**src/rtl/qa_7seg_display_ctrl.sv**
```systemverilog
// qa_7seg_display_ctrl: registered multi-digit 7-segment display controller.
// Holds a DIGITS-wide nibble register, loaded in parallel or shifted in one
// nibble at a time, and drives registered per-digit segment outputs. The
// digit outputs support per-digit enable, leading-zero blanking and blink.
//
// Optional feature macro: QA_7SEG_BLINK_EN. When it is defined, the blink
// counter, the blink phase and the blinkMaskIn gating are built. When it is
// undefined, blinkMaskIn is ignored and digits never blink.
//
// Ports:
//   clockIn        system clock, rising edge
//   nResetIn       asynchronous active-low reset
//   loadIn         parallel load strobe (has priority over shiftIn)
//   dataIn         parallel nibbles, digit i = dataIn[4i+3:4i]
//   shiftIn        shift strobe, nibbleIn enters digit 0
//   nibbleIn       nibble shifted into digit 0
//   digitEnableIn  1 = digit may light
//   blinkMaskIn    1 = digit blinks
//   lzbIn          leading-zero blanking enable
//   displayDataOut current nibble register
//   segmentsOut    digit i = segmentsOut[7i+6:7i], bit0 = a .. bit6 = g
module qa_7seg_display_ctrl #(
   parameter int unsigned DIGITS     = 6,
   parameter int unsigned BLINK_DIV  = 25000000,
   parameter bit          ACTIVE_LOW = 1'b1
) (
   input  logic                  clockIn,
   input  logic                  nResetIn,
   input  logic                  loadIn,
   input  logic [4*DIGITS-1:0]   dataIn,
   input  logic                  shiftIn,
   input  logic [3:0]            nibbleIn,
   input  logic [DIGITS-1:0]     digitEnableIn,
   input  logic [DIGITS-1:0]     blinkMaskIn,
   input  logic                  lzbIn,
   output logic [4*DIGITS-1:0]   displayDataOut,
   output logic [7*DIGITS-1:0]   segmentsOut
);

   localparam int unsigned DW = 4 * DIGITS;
   localparam int unsigned SW = 7 * DIGITS;
   localparam logic [6:0]  SEG_OFF = ACTIVE_LOW ? 7'h7F : 7'h00;

   logic [DW-1:0]     r_nibbles;
   logic [DW-1:0]     w_shifted;
   logic [SW-1:0]     r_segments;
   logic [SW-1:0]     w_seg_next;
   logic [DIGITS-1:0] w_lead_zero;
   logic [DIGITS-1:0] w_blink_off;

   // Active-high hex decode, bit0 = a .. bit6 = g.
   function automatic logic [6:0] hex_decode(input logic [3:0] n);
      logic [6:0] s;
      case (n)
         4'h0: s = 7'h3F;
         4'h1: s = 7'h06;
         4'h2: s = 7'h5B;
         4'h3: s = 7'h4F;
         4'h4: s = 7'h66;
         4'h5: s = 7'h6D;
         4'h6: s = 7'h7D;
         4'h7: s = 7'h07;
         4'h8: s = 7'h7F;
         4'h9: s = 7'h6F;
         4'hA: s = 7'h77;
         4'hB: s = 7'h7C;
         4'hC: s = 7'h39;
         4'hD: s = 7'h5E;
         4'hE: s = 7'h79;
         default: s = 7'h71;
      endcase
      return s;
   endfunction

   // Shift path: new nibble enters digit 0, the top digit falls off.
   generate
      if (DIGITS == 1) begin : g_shift_one
         assign w_shifted = nibbleIn;
      end else begin : g_shift_many
         assign w_shifted = {r_nibbles[DW-5:0], nibbleIn};
      end
   endgenerate

   // Nibble register: load beats shift, otherwise hold.
   always_ff @(posedge clockIn or negedge nResetIn) begin
      if (!nResetIn) begin
         r_nibbles <= '0;
      end else if (loadIn) begin
         r_nibbles <= dataIn;
      end else if (shiftIn) begin
         r_nibbles <= w_shifted;
      end
   end

`ifdef QA_7SEG_BLINK_EN
   localparam int unsigned CW = (BLINK_DIV > 1) ? $clog2(BLINK_DIV) : 1;

   logic [CW-1:0] r_blink_cnt;
   logic          r_blink_phase;

   // Free-running blink divider; phase toggles on each wrap.
   always_ff @(posedge clockIn or negedge nResetIn) begin
      if (!nResetIn) begin
         r_blink_cnt   <= '0;
         r_blink_phase <= 1'b0;
      end else if (r_blink_cnt == CW'(BLINK_DIV - 1)) begin
         r_blink_cnt   <= '0;
         r_blink_phase <= ~r_blink_phase;
      end else begin
         r_blink_cnt   <= r_blink_cnt + CW'(1);
      end
   end

   assign w_blink_off = blinkMaskIn & {DIGITS{r_blink_phase}};
`else
   localparam int unsigned blink_div_unused = BLINK_DIV;
   logic w_unused_mask;

   assign w_unused_mask = ^blinkMaskIn;
   assign w_blink_off   = '0;
`endif

   // w_lead_zero[i] = nibbles i..DIGITS-1 are all zero.
   always_comb begin
      logic v_zero;
      v_zero      = 1'b1;
      w_lead_zero = '0;
      for (int i = DIGITS - 1; i >= 0; i--) begin
         v_zero         = v_zero & (r_nibbles[4*i +: 4] == 4'h0);
         w_lead_zero[i] = v_zero;
      end
   end

   // Per-digit decode with blanking; polarity applied last.
   always_comb begin
      logic       v_blank;
      logic [6:0] v_seg;
      w_seg_next = '0;
      for (int i = 0; i < DIGITS; i++) begin
         v_blank = ~digitEnableIn[i] | w_blink_off[i];
         if (i != 0) begin
            v_blank = v_blank | (lzbIn & w_lead_zero[i]);
         end
         v_seg = hex_decode(r_nibbles[4*i +: 4]);
         if (v_blank) begin
            w_seg_next[7*i +: 7] = SEG_OFF;
         end else if (ACTIVE_LOW) begin
            w_seg_next[7*i +: 7] = ~v_seg;
         end else begin
            w_seg_next[7*i +: 7] = v_seg;
         end
      end
   end

   // Registered segment outputs; reset shows every segment off.
   always_ff @(posedge clockIn or negedge nResetIn) begin
      if (!nResetIn) begin
         r_segments <= {DIGITS{SEG_OFF}};
      end else begin
         r_segments <= w_seg_next;
      end
   end

   assign displayDataOut = r_nibbles;
   assign segmentsOut    = r_segments;

endmodule

```
**config.mk**
```make
export PLATFORM = sky130hd
export DESIGN_NAME = qa_7seg_display_ctrl
export DESIGN_NICKNAME = d
export VERILOG_FILES = /design/src/rtl/qa_7seg_display_ctrl.sv
export SDC_FILE = /design/constraint.sdc
export NUM_CORES = 1
export LEC_CHECK = 0
export ABC_AREA = 1
export CAP_MARGIN = 20
export CORE_ASPECT_RATIO = 0.8
export CORE_UTILIZATION = 35
export DETAILED_ROUTE_END_ITERATION = 8
export MAX_ROUTING_LAYER = met4
export PLACE_DENSITY = 0.6
export RECOVER_POWER = 50
export SKIP_LAST_GASP = 1
export SLEW_MARGIN = 20
export SYNTH_ARGS = -nofsm -noshare
export SYNTH_HDL_FRONTEND = slang
export SYNTH_SLANG_ARGS = --single-unit
```
**constraint.sdc**
```tcl
create_clock -name clockIn -period 3.58 [get_ports clockIn]
set_input_delay 0.358 -clock clockIn [delete_from_list [all_inputs] [get_ports clockIn]]
set_output_delay 0.358 -clock clockIn [all_outputs]
set_load 0.02 [all_outputs]
```
==> out/qor.log <==
[grt] leftover overflow at the end of global routing 0
[grt] global route hottest layer met2
[drt] Residual DRC 0
[yosys] mean area per synthesized cell 9.413 µm²
[cells_and_area] Antenna Cells 0
[yosys] area leader, netlist sky130_fd_sc_hd__dfstp_2
[timing] transition time of the tightest slew-check pin 2.502 ns
[worst_setup_path] start-to-end type of the worst setup path in2reg
[hold_path] end point of the worst hold path displayDataOut[16]
[drt] average vias per placed instance 5.041
[timing] RSZ-0062 raised after global routing false
[hold_path] type of the worst min-delay path in2reg
[clock_tree] Post-CTS Hold Fix Bufs 0
[power] switching component of the power 770.1 µW
[drt] number of DRC markers in iteration 0 191
[power] power after layout 2.502 mW
[flow_run] number of violations of the max-capacitance limit 1
[clock_tree] count of cells resized by post-cts repair 0
[die] chip width 119.5 µm
[cells_and_area] Finished Core Util 49.64%
[yosys] top cell types by occurrence after synthesis 86 x sky130_fd_sc_hd__nand2_1, 53 x sky130_fd_sc_hd__nand3_1, 42 x sky130_fd_sc_hd__dfstp_2
[clock_tree] insertion delay to the later sink of the worst-skew pair 0.33 ns
[cells_and_area] net count of the finished layout 587
[die] full die area 11,480 µm²
[grt] antenna violations before repair 0
[power] Power Dens Cells 480.7 nW/µm²
[timing] Final Hold Slack 0.6296 ns
[timing] relative slew slack -66.80%
[cells_and_area] fill cell total of the finished layout 1,003
[yosys] Netlist cell types 35
[power] combinational group share of total power 27.5%
[worst_setup_path] top fanout value on the critical path 26
[timing] Worst Skew 0.007872 ns
[outcome] failing checks max-capacitance violations, max-slew violations
[die] Core Rows 33
[grt] GRT met1 Usage 23.90%
[die] num ports 111
[die] Core Footprint 10,490 µm²
[grt] first-pass GRT wire length 15,460 µm
[power] internal power of the cells 1.732 mW
[clock_tree] buffers inserted during post-CTS setup optimization 0
[cells_and_area] area used by multi-input combinational logic 1827 µm²
[drt] ANT nets after route 0
[worst_setup_path] startpoint of the worst register-to-register path displayDataOut[16]
[clock_tree] clock tree from TritonCTS done
[die] Die Y 96.04 µm
[power] share of total power in the clock network 34.4%
[hold_path] instance count along the most critical hold path 3
[timing] timing-limited maximum frequency 400.1 MHz
[timing] shortest period the worst path allows 2.500 ns
[grt] met2 usage 27.17%
[timing] final setup TNS 0 ns
[timing] final hold violation count 0
[timing] fin crit share 69.82%
[cells_and_area] Area Growth Syn to Fin 34.57%
[cells_and_area] area used by sequential logic in the layout 1704 µm²
[worst_setup_path] endpoint kind of the worst setup timing path flip-flop
[drt] via count 3,312
[grt] via count of the first global-routing pass 3,089
[yosys] most used flip-flop cell after synthesis sky130_fd_sc_hd__dfstp_2
[yosys] FF+latch count, synth 66
[clock_tree] buffer depth of the longest clock path 2
[yosys] largest cells by area after synthesis sky130_fd_sc_hd__dfstp_2 29%, sky130_fd_sc_hd__dfrtp_1 16%, sky130_fd_sc_hd__ha_1 9.7%, sky130_fd_sc_hd__nand2_1 8.3%, sky130_fd_sc_hd__nand3_1 6.9%
[clock_tree] CTS buffer count 9
[timing] final-report setup violation count 0
[power] switching share of power 30.77%
[placement] quantity of I/O buffers inserted on ports 104
[worst_setup_path] R2R Setup Slk 1.56 ns
[drt] wire length per cell 14.43 µm
[grt] all-layer global routing usage 17.87%
[yosys] number of synthesis warnings 0
[power] proportion of power drawn by flip-flops and latches 38.1%
[worst_setup_path] data arrival time at the worst-slack endpoint 2.64 ns
[power] peak ir drop on the vdd network 0.0003079 V
[hold_path] hold wc startpoint dataIn[16]
[placement] estimated wirelength of the detail-placed design 6948 µm
[yosys] Post-Syn Instances 411
[outcome] result of the run complete, but fails checks
[die] effective utilization at floorplan 36.89%
[clock_tree] clock net sink count 66
[yosys] Post-Syn Nets 486
[clock_tree] CTS H-Tree Depth 3
[cells_and_area] Layout Cell Area excl Fill 5206 µm²
[worst_setup_path] required time at the endpoint of the critical path 3.72 ns
[grt] routing usage on met3 4.739%
[cells_and_area] fraction of final layout cells sized beyond drive strength 1 17.41%
[yosys] share of flip-flops with an asynchronous set or reset after synthesis 100.0%
[placement] cell area after placement 4979 µm²
[yosys] top-area cell type share of the netlist area 28.53%
[placement] global placement routability congestion 0.8969
[clock_tree] clock-pin slew of the registers on the worst-case setup and hold paths 0.06 ns
[drt] aggregate routed wire length 9480 µm
[yosys] part of the Yosys area used for sequential elements 44.05%
[yosys] post-synth design cell area 3869 µm²
[worst_setup_path] kind of launch point of the worst setup path input port
[worst_setup_path] Critical R2R Capture segmentsOut[15]
[power] cell leakage power 2.174 nW
[worst_setup_path] reg2reg path depth 6
[yosys] most repeated cell in the gate-level netlist after synthesis sky130_fd_sc_hd__nand2_1
[yosys] EDFF count, synth 0
[grt] largest net degree at the start of global routing 47
[clock_tree] clock root cell sky130_fd_sc_hd__clkbuf_16
[timing] number of max-slew violations in the final report 47
[drt] count of TritonRoute iterations in the first routing pass 5
stage by stage:
| step | setup slack (ns) | std cells |
|---|---|---|
| CTS | 1.564 | 657 |
| finish | 1.080 | 657 |
| global route | 0.9212 | 657 |
| global placement | 1.256 | 641 |
| detailed placement | 1.220 | 641 |
| floorplan | 2.135 | 411 |
placed cells by master, fill, tap and decap left out, types with 2 or more instances in the layout:
| cell type | n |
|---|---|
| sky130_fd_sc_hd__ha_1 | 30 |
| sky130_fd_sc_hd__dfrtp_1 | 24 |
| sky130_fd_sc_hd__nor3_1 | 2 |
| sky130_fd_sc_hd__nand3_2 | 3 |
| sky130_fd_sc_hd__o221ai_1 | 4 |
| sky130_fd_sc_hd__nand4_1 | 10 |
| sky130_fd_sc_hd__clkbuf_16 | 9 |
| sky130_fd_sc_hd__o211ai_1 | 8 |
| sky130_fd_sc_hd__inv_1 | 33 |
| sky130_fd_sc_hd__a31oi_1 | 5 |
| sky130_fd_sc_hd__o221ai_2 | 16 |
| sky130_fd_sc_hd__nand2_1 | 86 |
| sky130_fd_sc_hd__inv_4 | 4 |
| sky130_fd_sc_hd__nor2_1 | 18 |
| sky130_fd_sc_hd__nor2_2 | 2 |
| sky130_fd_sc_hd__clkdlybuf4s50_1 | 103 |
| sky130_fd_sc_hd__dfstp_2 | 42 |
| sky130_fd_sc_hd__a21oi_1 | 16 |
| sky130_fd_sc_hd__nand3_1 | 55 |
| sky130_fd_sc_hd__clkinv_2 | 2 |
| sky130_fd_sc_hd__clkbuf_1 | 5 |
| sky130_fd_sc_hd__buf_4 | 2 |
| sky130_fd_sc_hd__o211ai_2 | 3 |
| sky130_fd_sc_hd__o21ai_0 | 24 |
worst max path at each step:
stage / start / endpoint / cells past startpoint
4_1_cts: loadIn / displayDataOut[23] / 5
3_5_place_dp: loadIn / displayDataOut[23] / 5
6_report: loadIn / displayDataOut[23] / 5
5_1_grt: nResetIn / displayDataOut[9] / 1
2_1_floorplan: displayDataOut[16] / segmentsOut[9] / 6
3_3_place_gp: loadIn / displayDataOut[6] / 5
cell families (layout without fill, tap and decap cells):
kind of cell    count (synthesis)  in the layout  share of synthesized area, %
simple gates                  181            181                         22.57
compound gates                 78             78                         16.43
flops                          66             66                         44.05
buf+inv                        56            162                         7.244
fa+ha+maj                      30             30                         9.702
power by group through the flow:
stage,Sequential [mW],Combinational [mW],Clock (mW)
2_1_floorplan,1.05,0.314,0
3_3_place_gp,0.964,0.692,0
3_5_place_dp,0.966,0.697,0
4_1_cts,0.955,0.700,0.879
5_1_grt,0.969,0.756,0.912
6_report,0.954,0.689,0.860
flip-flops by register name, summed over array words and instances, names as in the netlist:
register        count
displayDataOut     24
segmentsOut        42
critical path, cell delays in order:
cell and delay [ns]:
sky130_fd_sc_hd__clkdlybuf4s50_1 0.45, sky130_fd_sc_hd__buf_4 0.27, sky130_fd_sc_hd__or2_0 0.24, sky130_fd_sc_hd__clkbuf_1 1.07, sky130_fd_sc_hd__o221ai_1 0.23
routing by layer:
layer | share of wire (%) | vias up | wire [µm]
li1 | - | 1625 | -
met3 | 6.1 | 7 | 574
met2 | 45 | 117 | 4231
met4 | 0.80 | 0 | 76
met5 | 0 | - | 0
met1 | 48 | 1563 | 4597
cell type report:
cell class / count / share of cell area (%)
inverters: 39 / 3.004
well taps: 140 / 3.365
clock buffers: 13 / 4.807
repair buffers: 107 / 20.24
flip-flops and latches: 66 / 32.73
clock inverters: 3 / 0.7690
multi-input cells: 289 / 35.09
Power figures use the tool's default switching activity.
